--- src/rtl/uart_pkg.sv ---
// Shared UART definitions: receiver FSM states, frame geometry and default bit timing.
package uart_pkg;

   // Data bits per frame (8N1).
   localparam int unsigned UART_DATA_BITS = 8;

   // 100 MHz / 115200 baud; shared with the transmitter.
   localparam int unsigned UART_CLKS_PER_BIT = 868;

   typedef enum logic [2:0] {
      IDLE,
      START,
      DATA,
      STOP,
      RECOVER
   } uart_rx_state_t;

endpackage

--- src/rtl/sync_fifo.sv ---
// Generic synchronous FIFO with first-word-fall-through output.
// Pointers carry one extra wrap bit so that full and empty can be told apart.
module sync_fifo #(
   parameter int unsigned WIDTH = 8,
   parameter int unsigned DEPTH = 4
) (
   input  logic             i_clk,
   input  logic             i_rst,
   input  logic             i_push,
   input  logic [WIDTH-1:0] i_data,
   input  logic             i_pop,
   output logic [WIDTH-1:0] o_data,
   output logic             o_full,
   output logic             o_empty
);

   localparam int unsigned AddrW = $clog2(DEPTH);
   localparam int unsigned PtrW  = AddrW + 1;

   logic [PtrW-1:0]  wr_ptr_q, rd_ptr_q;
   logic [WIDTH-1:0] mem_q [DEPTH];
   logic             do_push, do_pop;

   // A pop frees a slot in the same cycle, so a push into a full FIFO succeeds alongside it.
   always_comb begin
      o_empty = (wr_ptr_q == rd_ptr_q);
      o_full  = (wr_ptr_q[AddrW] != rd_ptr_q[AddrW]) &&
                (wr_ptr_q[AddrW-1:0] == rd_ptr_q[AddrW-1:0]);
      do_pop  = i_pop && !o_empty;
      do_push = i_push && (!o_full || do_pop);
      o_data  = mem_q[rd_ptr_q[AddrW-1:0]];
   end

   // Pointer registers; they wrap naturally through the extra MSB.
   always_ff @(posedge i_clk or posedge i_rst) begin
      if (i_rst) begin
         wr_ptr_q <= '0;
         rd_ptr_q <= '0;
      end else begin
         if (do_push) wr_ptr_q <= wr_ptr_q + PtrW'(1);
         if (do_pop)  rd_ptr_q <= rd_ptr_q + PtrW'(1);
      end
   end

   // Storage is cleared on reset so the head output reads zero while empty.
   always_ff @(posedge i_clk or posedge i_rst) begin
      if (i_rst) begin
         for (int i = 0; i < DEPTH; i++) mem_q[i] <= '0;
      end else if (do_push) begin
         mem_q[wr_ptr_q[AddrW-1:0]] <= i_data;
      end
   end

endmodule

--- src/rtl/uart_rx.sv ---
// 8N1 UART receiver: synchronises rx, decodes frames by mid-bit sampling and queues
// completed bytes in a FIFO drained through a valid/ready handshake.
module uart_rx
   import uart_pkg::*;
#(
   parameter int unsigned CLKS_PER_BIT = UART_CLKS_PER_BIT,
   parameter int unsigned FIFO_DEPTH   = 4
) (
   input  logic       i_clk,
   input  logic       i_rst,
   input  logic       i_rx,
   output logic [7:0] o_data,
   output logic       o_valid,
   input  logic       i_ready,
   output logic       o_frame_err,
   output logic       o_overrun,
   output logic       o_busy
);

   localparam int unsigned         CntW    = $clog2(CLKS_PER_BIT);
   localparam logic [CntW-1:0]     CntLast = CntW'(CLKS_PER_BIT - 1);
   localparam logic [CntW-1:0]     CntMid  = CntW'(CLKS_PER_BIT / 2 - 1);
   localparam logic [2:0]          IdxLast = 3'(UART_DATA_BITS - 1);

   logic rx_meta_q, rx_s_q, rx_s;

   uart_rx_state_t state_q, state_d;
   logic [CntW-1:0] cnt_q, cnt_d;
   logic [2:0]      idx_q, idx_d;
   logic [7:0]      shift_q, shift_d;
   logic            frame_err_q, frame_err_d;
   logic            overrun_q, overrun_d;

   logic push, pop, fifo_full, fifo_empty;

   // Two-flop synchroniser; flops reset to the idle line level.
   always_ff @(posedge i_clk or posedge i_rst) begin
      if (i_rst) begin
         rx_meta_q <= 1'b1;
         rx_s_q    <= 1'b1;
      end else begin
         rx_meta_q <= i_rx;
         rx_s_q    <= rx_meta_q;
      end
   end

   assign rx_s = rx_s_q;

   // Receiver state, timing counters, shift register and one-cycle flag pulses.
   always_ff @(posedge i_clk or posedge i_rst) begin
      if (i_rst) begin
         state_q     <= IDLE;
         cnt_q       <= '0;
         idx_q       <= '0;
         shift_q     <= '0;
         frame_err_q <= 1'b0;
         overrun_q   <= 1'b0;
      end else begin
         state_q     <= state_d;
         cnt_q       <= cnt_d;
         idx_q       <= idx_d;
         shift_q     <= shift_d;
         frame_err_q <= frame_err_d;
         overrun_q   <= overrun_d;
      end
   end

   // Frame decoder: next state, bit sampling, push request and error detection.
   always_comb begin
      state_d     = state_q;
      cnt_d       = cnt_q;
      idx_d       = idx_q;
      shift_d     = shift_q;
      push        = 1'b0;
      frame_err_d = 1'b0;

      case (state_q)
         IDLE: begin
            if (!rx_s) begin
               state_d = START;
               cnt_d   = '0;
            end
         end

         START: begin
            // Re-check the line at mid start bit; a short low pulse is ignored silently.
            if (cnt_q == CntMid) begin
               cnt_d = '0;
               if (!rx_s) begin
                  state_d = DATA;
                  idx_d   = '0;
               end else begin
                  state_d = IDLE;
               end
            end else begin
               cnt_d = cnt_q + CntW'(1);
            end
         end

         DATA: begin
            if (cnt_q == CntLast) begin
               cnt_d          = '0;
               shift_d[idx_q] = rx_s;
               if (idx_q == IdxLast) begin
                  state_d = STOP;
               end else begin
                  idx_d = idx_q + 3'd1;
               end
            end else begin
               cnt_d = cnt_q + CntW'(1);
            end
         end

         STOP: begin
            if (cnt_q == CntLast) begin
               cnt_d = '0;
               if (rx_s) begin
                  push    = 1'b1;
                  state_d = IDLE;
               end else begin
                  frame_err_d = 1'b1;
                  state_d     = RECOVER;
               end
            end else begin
               cnt_d = cnt_q + CntW'(1);
            end
         end

         RECOVER: begin
            // Hold off until the line returns high so a break is not read as 0x00 frames.
            if (rx_s) state_d = IDLE;
         end

         default: begin
            state_d = IDLE;
         end
      endcase
   end

   // Handshake and overrun: a push into a full FIFO is lost unless a pop frees a slot.
   always_comb begin
      o_valid   = !fifo_empty;
      pop       = o_valid && i_ready;
      overrun_d = push && fifo_full && !pop;
   end

   assign o_frame_err = frame_err_q;
   assign o_overrun   = overrun_q;
   assign o_busy      = (state_q != IDLE);

   sync_fifo #(
      .WIDTH (UART_DATA_BITS),
      .DEPTH (FIFO_DEPTH)
   ) u_fifo (
      .i_clk   (i_clk),
      .i_rst   (i_rst),
      .i_push  (push),
      .i_data  (shift_q),
      .i_pop   (pop),
      .o_data  (o_data),
      .o_full  (fifo_full),
      .o_empty (fifo_empty)
   );

endmodule

--- config.mk ---
export PLATFORM = sky130hd
export DESIGN_NAME = uart_rx
export DESIGN_NICKNAME = d
export VERILOG_FILES = /design/src/rtl/uart_pkg.sv /design/src/rtl/sync_fifo.sv /design/src/rtl/uart_rx.sv
export SDC_FILE = /design/constraint.sdc
export NUM_CORES = 1
export LEC_CHECK = 0
export ABC_CLOCK_PERIOD_IN_PS = 4000
export CORE_MARGIN = 2
export CORE_UTILIZATION = 30
export DETAILED_ROUTE_END_ITERATION = 8
export PLACE_DENSITY = 0.55
export SYNTH_ARGS = -nofsm -noshare
export SYNTH_HDL_FRONTEND = slang
export SYNTH_SLANG_ARGS = --single-unit
--- constraint.sdc ---
create_clock -name i_clk -period 4 [get_ports i_clk]
set_input_delay 0.4 -clock i_clk [delete_from_list [all_inputs] [get_ports i_clk]]
set_output_delay 0.4 -clock i_clk [all_outputs]
set_load 0.005 [all_outputs]
==> results of run 1 <==
==> report_power, final <==
part / leakage, nW / switching (mW) / internal [mW]
Combinational: 0.669 / 0.0418 / 0.0733
Sequential: 0.889 / 0.0636 / 0.685
Clock: 0.112 / 0.260 / 0.368
==> worst max-delay path, delay by kind of cell, from the launching register on <==
| family | cells | cell delay [ns] |
|---|---|---|
| mux | 1 | 0.60 |
| buf+inv | 1 | 0.46 |
| flops | 1 | 0.78 |
==> worst min path at each step <==
| stage | end | slack [ns] | cells past startpoint |
|---|---|---|---|
| 2_1_floorplan | rx_s | 0.35 | 0 |
| 3_3_place_gp | rx_s | 0.35 | 0 |
| 3_5_place_dp | rx_s | 0.35 | 0 |
| 4_1_cts | rx_s | 0.36 | 0 |
| 5_1_grt | rx_s | 0.37 | 0 |
| 6_report | rx_s | 0.36 | 0 |
==> layer usage <==
metal	share of wire, %	track usage, %	wire [µm]	up-vias
met3	4.0	4.12	261	10
met2	48	20.9	3150	41
met1	46	15.2	3010	1105
met5	0	0	0	-
li1	-	-	-	1018
met4	1.8	5.40	120	0
==> sequential cells by signal, indices dropped and copies added (netlist names) <==
register and cells:
u_fifo.mem_q 32, cnt_q 10, shift_q 8, idx_q 3, state_q 3, u_fifo.rd_ptr_q 3, u_fifo.wr_ptr_q 3, o_frame_err 1
o_overrun 1, rx_meta_q 1, rx_s 1
==> cell families (layout without fill, tap and decap cells) <==
logic type | count (synthesis) | in the layout | share of synthesized area [%]
and+or+nand+nor | 81 | 81 | 14.8
xor gates and xnor gates | 8 | 8 | 2.12
DFF | 66 | 66 | 50.1
adders and majority gates | 9 | 9 | 3.41
muxes | 52 | 52 | 20.4
buffers and inverters | 19 | 37 | 2.69
AOI/OAI and AO/OA | 31 | 31 | 6.41
==> area by class of cell <==
class / count / area, µm² / share of cell area (%)
Sequential cell: 66 / 1650 / 43.6
Multi-Input combinational cell: 181 / 1560 / 41.1
Clock inverter: 6 / 90.1 / 2.38
Tap cell: 140 / 175 / 4.62
Inverter: 5 / 18.8 / 0.495
Clock buffer: 10 / 138 / 3.63
Timing Repair Buffer: 16 / 158 / 4.16
==> cells in the mapped netlist (6+ instances only) <==
master	n	area, µm²
clkbuf_1	7	26.3
dfrtp_1	64	1600
ha_1	9	113
mux2_2	40	450
mux4_2	8	180
nand2_1	19	71.3
nor2_1	13	48.8
nor3_1	9	45.0
o211ai_1	6	45.0
o21ai_0	10	50.1
xnor2_1	6	52.6
==> results.txt, run 1 <==
Hold_buf cts - 0
Syn Nets - 279
Placement row count - 38
Clock skew - 0.00751 ns
Gr usage total - 12.7%
First-pass GRT wire length - 11400 µm
Util after Layout - 35.1%
Flop2flop setup slack - 1.55 ns
VDD IR max - 0.194 mV
Fmax achieved - 384 MHz
Fin crit period - 2.60 ns
Dpl hpwl - 4440 µm
Worst setup margin - 1.40 ns
Final setup vio count - 0
Worst Path Arrival - 2.20 ns
Primary FF master, synth - dfrtp_1
Cell area after synthesis - 3300 µm²
Critical Path Source Type - flop
Dpl ws - 1.54 ns
Commonest non-fill, non-tap cells in the layout - dfrtp_1 (64), mux2_2 (40), nand2_1 (19)
Synth Instances - 266
Die width - 109 µm
Area growth from synthesis to layout - 14.9%
Largest net degree at the start of global routing - 39
Max cap viols - 0
Layout cells sized above 1 - 26.8%
IO Port Bufs - 15
CP endpoint - o_data[0]
# nets final - 292
Skew-Pair Late Insertion Delay - 0.35 ns
Htree depth - 3
Placed cell count - 408
Static Leakage - 1.67 nW
Clock Path Buffers - 2
Total Power - 1.49 mW
Launch point of the worst path - u_fifo.rd_ptr_q[0]
CP cell instances - mux4_2 -> clkdlybuf4s50_1
Layout Cells excl Fill - 424
Initial antenna violation count - 0
WL/cell - 15.4 µm
Final count of pins violating max slew - 0
Mean post-synth cell area - 12.4 µm²
Remaining Overflow, GRT - 0
CTS clk-pin slew, worst paths - 0.07 ns
Worst hold path class - flop to flop
Hold WS - 0.360 ns
EDFF count, synth - 0
CTS tree - yes
#FFs+latches synth - 66
RSZ-0062 raised after global routing - no
Routability cong. - 0.778
DRC violations left - 0
Vias in the first global route - 2281
Synth warn - 0
Reg2reg start - cnt_q[0]
DRT iter0 DRCs - 65
I/O pin total - 16
Crit end category - output port
DR pass1 iterations - 4
Outcome - finished, final reports clean
Register area share after synthesis - 50.1%
Antenna diodes - 0
Fill cell count - 1077
Crit Path Max Fanout - 11
Library cells used by synthesis - 49
Clock root cell - clkbuf_8
Total CTS buffers - 9
Starting Density - 30.6%
Post-CTS sizing - 0
Crit Path Category - flop to output port
Worst path required time - 3.60 ns
Commonest non-fill, non-tap cell in the layout - dfrtp_1
Core Region - 10800 µm²
FF-to-FF End - u_fifo.mem_q[27]
Post-DRT Antenna Nets - 0
CP max stage cell - dfrtp_1
Crit-path max cell delay - 0.78 ns
Async SR Flop Fraction - 100%
Pwr/cell area - 394 nW/µm²
Hold Vio Cnt, Final - 0
Die Area - 11900 µm²
R2R depth - 5
Final clock period utilization by the worst path - 65.1%
Post-layout instance area - 3790 µm²
Sum of negative setup slack - 0 ns
Placed Area - 3560 µm²
DR vias - 2174
Worst rel slew slack - 32.9%
Via-per-instance ratio - 5.13
Die H - 109 µm
Post-CTS setup buffers - 0
CTS sink cnt - 66
Worst-margin pin slew - 1.00 ns
Hold_sp - rx_meta_q
Final wirelength - 6540 µm
Power figures use the tool's default switching activity.
==> run 2: changes to the inputs <==
--- a/config.mk
+++ b/config.mk
@@ -5,7 +5,7 @@
 export SDC_FILE = /design/constraint.sdc
 export NUM_CORES = 1
 export LEC_CHECK = 0
-export ABC_CLOCK_PERIOD_IN_PS = 4000
+export ABC_CLOCK_PERIOD_IN_PS = 2600
 export CORE_MARGIN = 2
 export CORE_UTILIZATION = 30
 export DETAILED_ROUTE_END_ITERATION = 8
==> constraint.sdc (replaced) <==
create_clock -name i_clk -period 2.6 [get_ports i_clk]
set_input_delay 0.26 -clock i_clk [delete_from_list [all_inputs] [get_ports i_clk]]
set_output_delay 0.26 -clock i_clk [all_outputs]
set_load 0.005 [all_outputs]
==> run 2 against run 1 <==
  * Combinational power increased by 140%
  * Count of clock-buffer cells in the layout decreased by 1
  * First-iteration DRC count increased by 63%
  * Critical endpoint is now shift_q[2]
  * Highest routed layer unchanged
==> results.txt, run 2 (synthesis gave the netlist of run 1 again) <==
Post-CTS setup buffers - 0 (unchanged)
CTS sink cnt - 66 (unchanged)
Worst-margin pin slew - 0.584 ns (-0.420 ns)
Total Power - 2.24 mW (+50%)
RSZ-0062 raised after global routing - no
DRT iter0 DRCs - 106 (+63%)
Final count of pins violating max slew - 0 (unchanged)
Sw Pwr - 603 µW (+65%)
Vias in the first global route - 2265 (-0.70%)
Max reg flops - 32 (unchanged)
Worst rel slew slack - 60.9% (+28 points)
Die H - 109 µm (unchanged)
CTS clk-pin slew, worst paths - 0.08 ns (about the same)
DRC violations left - 0 (unchanged)
Initial antenna violation count - 0 (unchanged)
Highest routed layer - met4
Pwr/cell area - 582 nW/µm² (+48%)
Placement row count - 38 (unchanged)
Metal3 WL - 228 µm (-13%)
Area growth from synthesis to layout - 16.8%
Skew-Pair Late Insertion Delay - 0.35 ns (about the same)
Max cap viols - 0 (unchanged)
Core Region - 10800 µm² (unchanged)
Hold_buf cts - 0 (unchanged)
Top flop regs - u_fifo.mem_q: 32 flops, cnt_q: 10 flops, shift_q: 8 flops
Final wirelength - 6860 µm (+5.0%)
DR vias - 2194 (+0.92%)
VDD IR max - 0.269 mV (+38%)
Layout cells sized above 1 - 29.7% (+3.0 points)
I/O pin total - 16 (unchanged)
Clock skew - 0.0135 ns (+0.00595 ns)
Worst path required time - 2.83 ns (-0.77 ns)
Fin crit period - 2.31 ns
Outcome - finished, final reports clean
# nets final - 304 (+4.1%)
Worst Path Arrival - 2.55 ns (+0.35 ns)
Post-DRT Antenna Nets - 0 (unchanged)
Commonest non-fill, non-tap cells in the layout - dfrtp_1 (64), mux2_2 (40), nand2_1 (19)
Static Leakage - 1.72 nW (+2.8%)
First-pass GRT wire length - 11700 µm (+2.7%)
Routability cong. - 0.840 (+8.1%)
Hold Vio Cnt, Final - 0 (unchanged)
Via-per-instance ratio - 5.03 (-1.9%)
Util after Layout - 35.7% (+0.59 points)
Reg power frac - 48.4% (-1.8 points)
Clock power share - 39.5% (-2.6 points)
Clock root cell - clkbuf_8
Most flops, register - u_fifo.mem_q
Gr usage total - 12.9% (+0.18 points)
Antenna diodes - 0 (unchanged)
DR WL met2 - 3390 µm (+7.7%)
Final setup vio count - 0 (unchanged)
Remaining Overflow, GRT - 0 (unchanged)
Starting Density - 30.6% (unchanged)
Largest net degree at the start of global routing - 44 (+13%)
Crit Path Max Fanout - 7 (-4)
Logic pwr share - 12.1% (+4.4 points)
Crit end category - flop
CTS tree - yes
DR pass1 iterations - 4 (unchanged)
WL/cell - 15.7 µm (+2.1%)
Htree depth - 3 (unchanged)
Sw Ratio - 26.9% (+2.4 points)
M1 WL - 3130 µm (+4.1%)
Die width - 109 µm (unchanged)
Total CTS buffers - 9 (unchanged)
Fmax achieved - 432 MHz
IO Port Bufs - 15 (unchanged)
Critical Path Source Type - flop
Crit Path Category - flop to flop
Sum of negative setup slack - 0 ns (unchanged)
Die Area - 11900 µm² (unchanged)
Pint - 1.64 mW (+45%)
Worst hold path class - input pin to async pin
Post-CTS sizing - 0 (unchanged)
Dpl hpwl - 4580 µm (+3.1%)
Final clock period utilization by the worst path - 89.0%
Commonest non-fill, non-tap cell in the layout - dfrtp_1
Clock Path Buffers - 2 (unchanged)
run 2: changes by cell type in the layout (fill, tap and decap cells not counted), sizes merged:
cell | previous run | this run
buf | 1 | 13
inv | 5 | 7
bufinv | 2 | 1
clkbuf | 10 | 9
run 2: layout make-up:
class,count,area (µm²)
fillers,1055,6940
flip-flops and latches,66,1650
multi-input cells,181,1560
repair buffers,28,248
well taps,140,175
clock buffers,9,124
clock inverters,7,77.6
inverters,5,18.8
run 2: worst max-delay path, stage by stage, from the launching register on:
cell and delay [ns]:
dfrtp_1 0.41, ha_1 0.21, nand4bb_1 0.29, or4_4 0.68, nor4b_2 0.27, mux2_1 0.34
run 2: path summary, 6_finish.rpt:
kind / start / to / slack (ns) / depth (start not counted)
max: cnt_q[0] / shift_q[2] / 0.29 / 5
min: i_rst / u_fifo.mem_q[26] / 0.28 / 3
max in group asynchronous: i_rst / rx_meta_q / 1.83 / 3
min in group i_clk: i_rx / rx_meta_q / 0.32 / 1
max reg2reg: cnt_q[0] / shift_q[2] / 0.29 / 5
min reg2reg: rx_meta_q / rx_s / 0.36 / 0
run 2: power groups by stage:
stage          sequential [mW]  combinational, mW  clock (mW)
3_3_place_gp              1.10              0.276           0
5_1_grt                   1.09              0.303       0.965
6_report                  1.08              0.271       0.886
4_1_cts                   1.08              0.282       0.926
2_1_floorplan             1.09              0.208           0
3_5_place_dp              1.10              0.282           0
run 2: per-layer routing:
layer / vias to the layer above / GRT usage [%]
met3: 12 / 3.95
met1: 1111 / 16.0
li1: 1035 / -
met4: 0 / 4.49
met2: 36 / 21.2
met5: - / 0
run 2: stage by stage:
| stage | instances | hold WS [ns] | area, µm² | setup WS (ns) |
|---|---|---|---|---|
| 4_1_cts | 436 | 0.274 | 3850 | 0.274 |
| 6_report | 436 | 0.277 | 3850 | 0.286 |
| 2_1_floorplan | 266 | 0.264 | 3300 | 0.331 |
| 5_1_grt | 436 | 0.294 | 3850 | 0.158 |
| 3_3_place_gp | 420 | 0.351 | 3650 | 0.368 |
| 3_5_place_dp | 420 | 0.352 | 3650 | 0.316 |
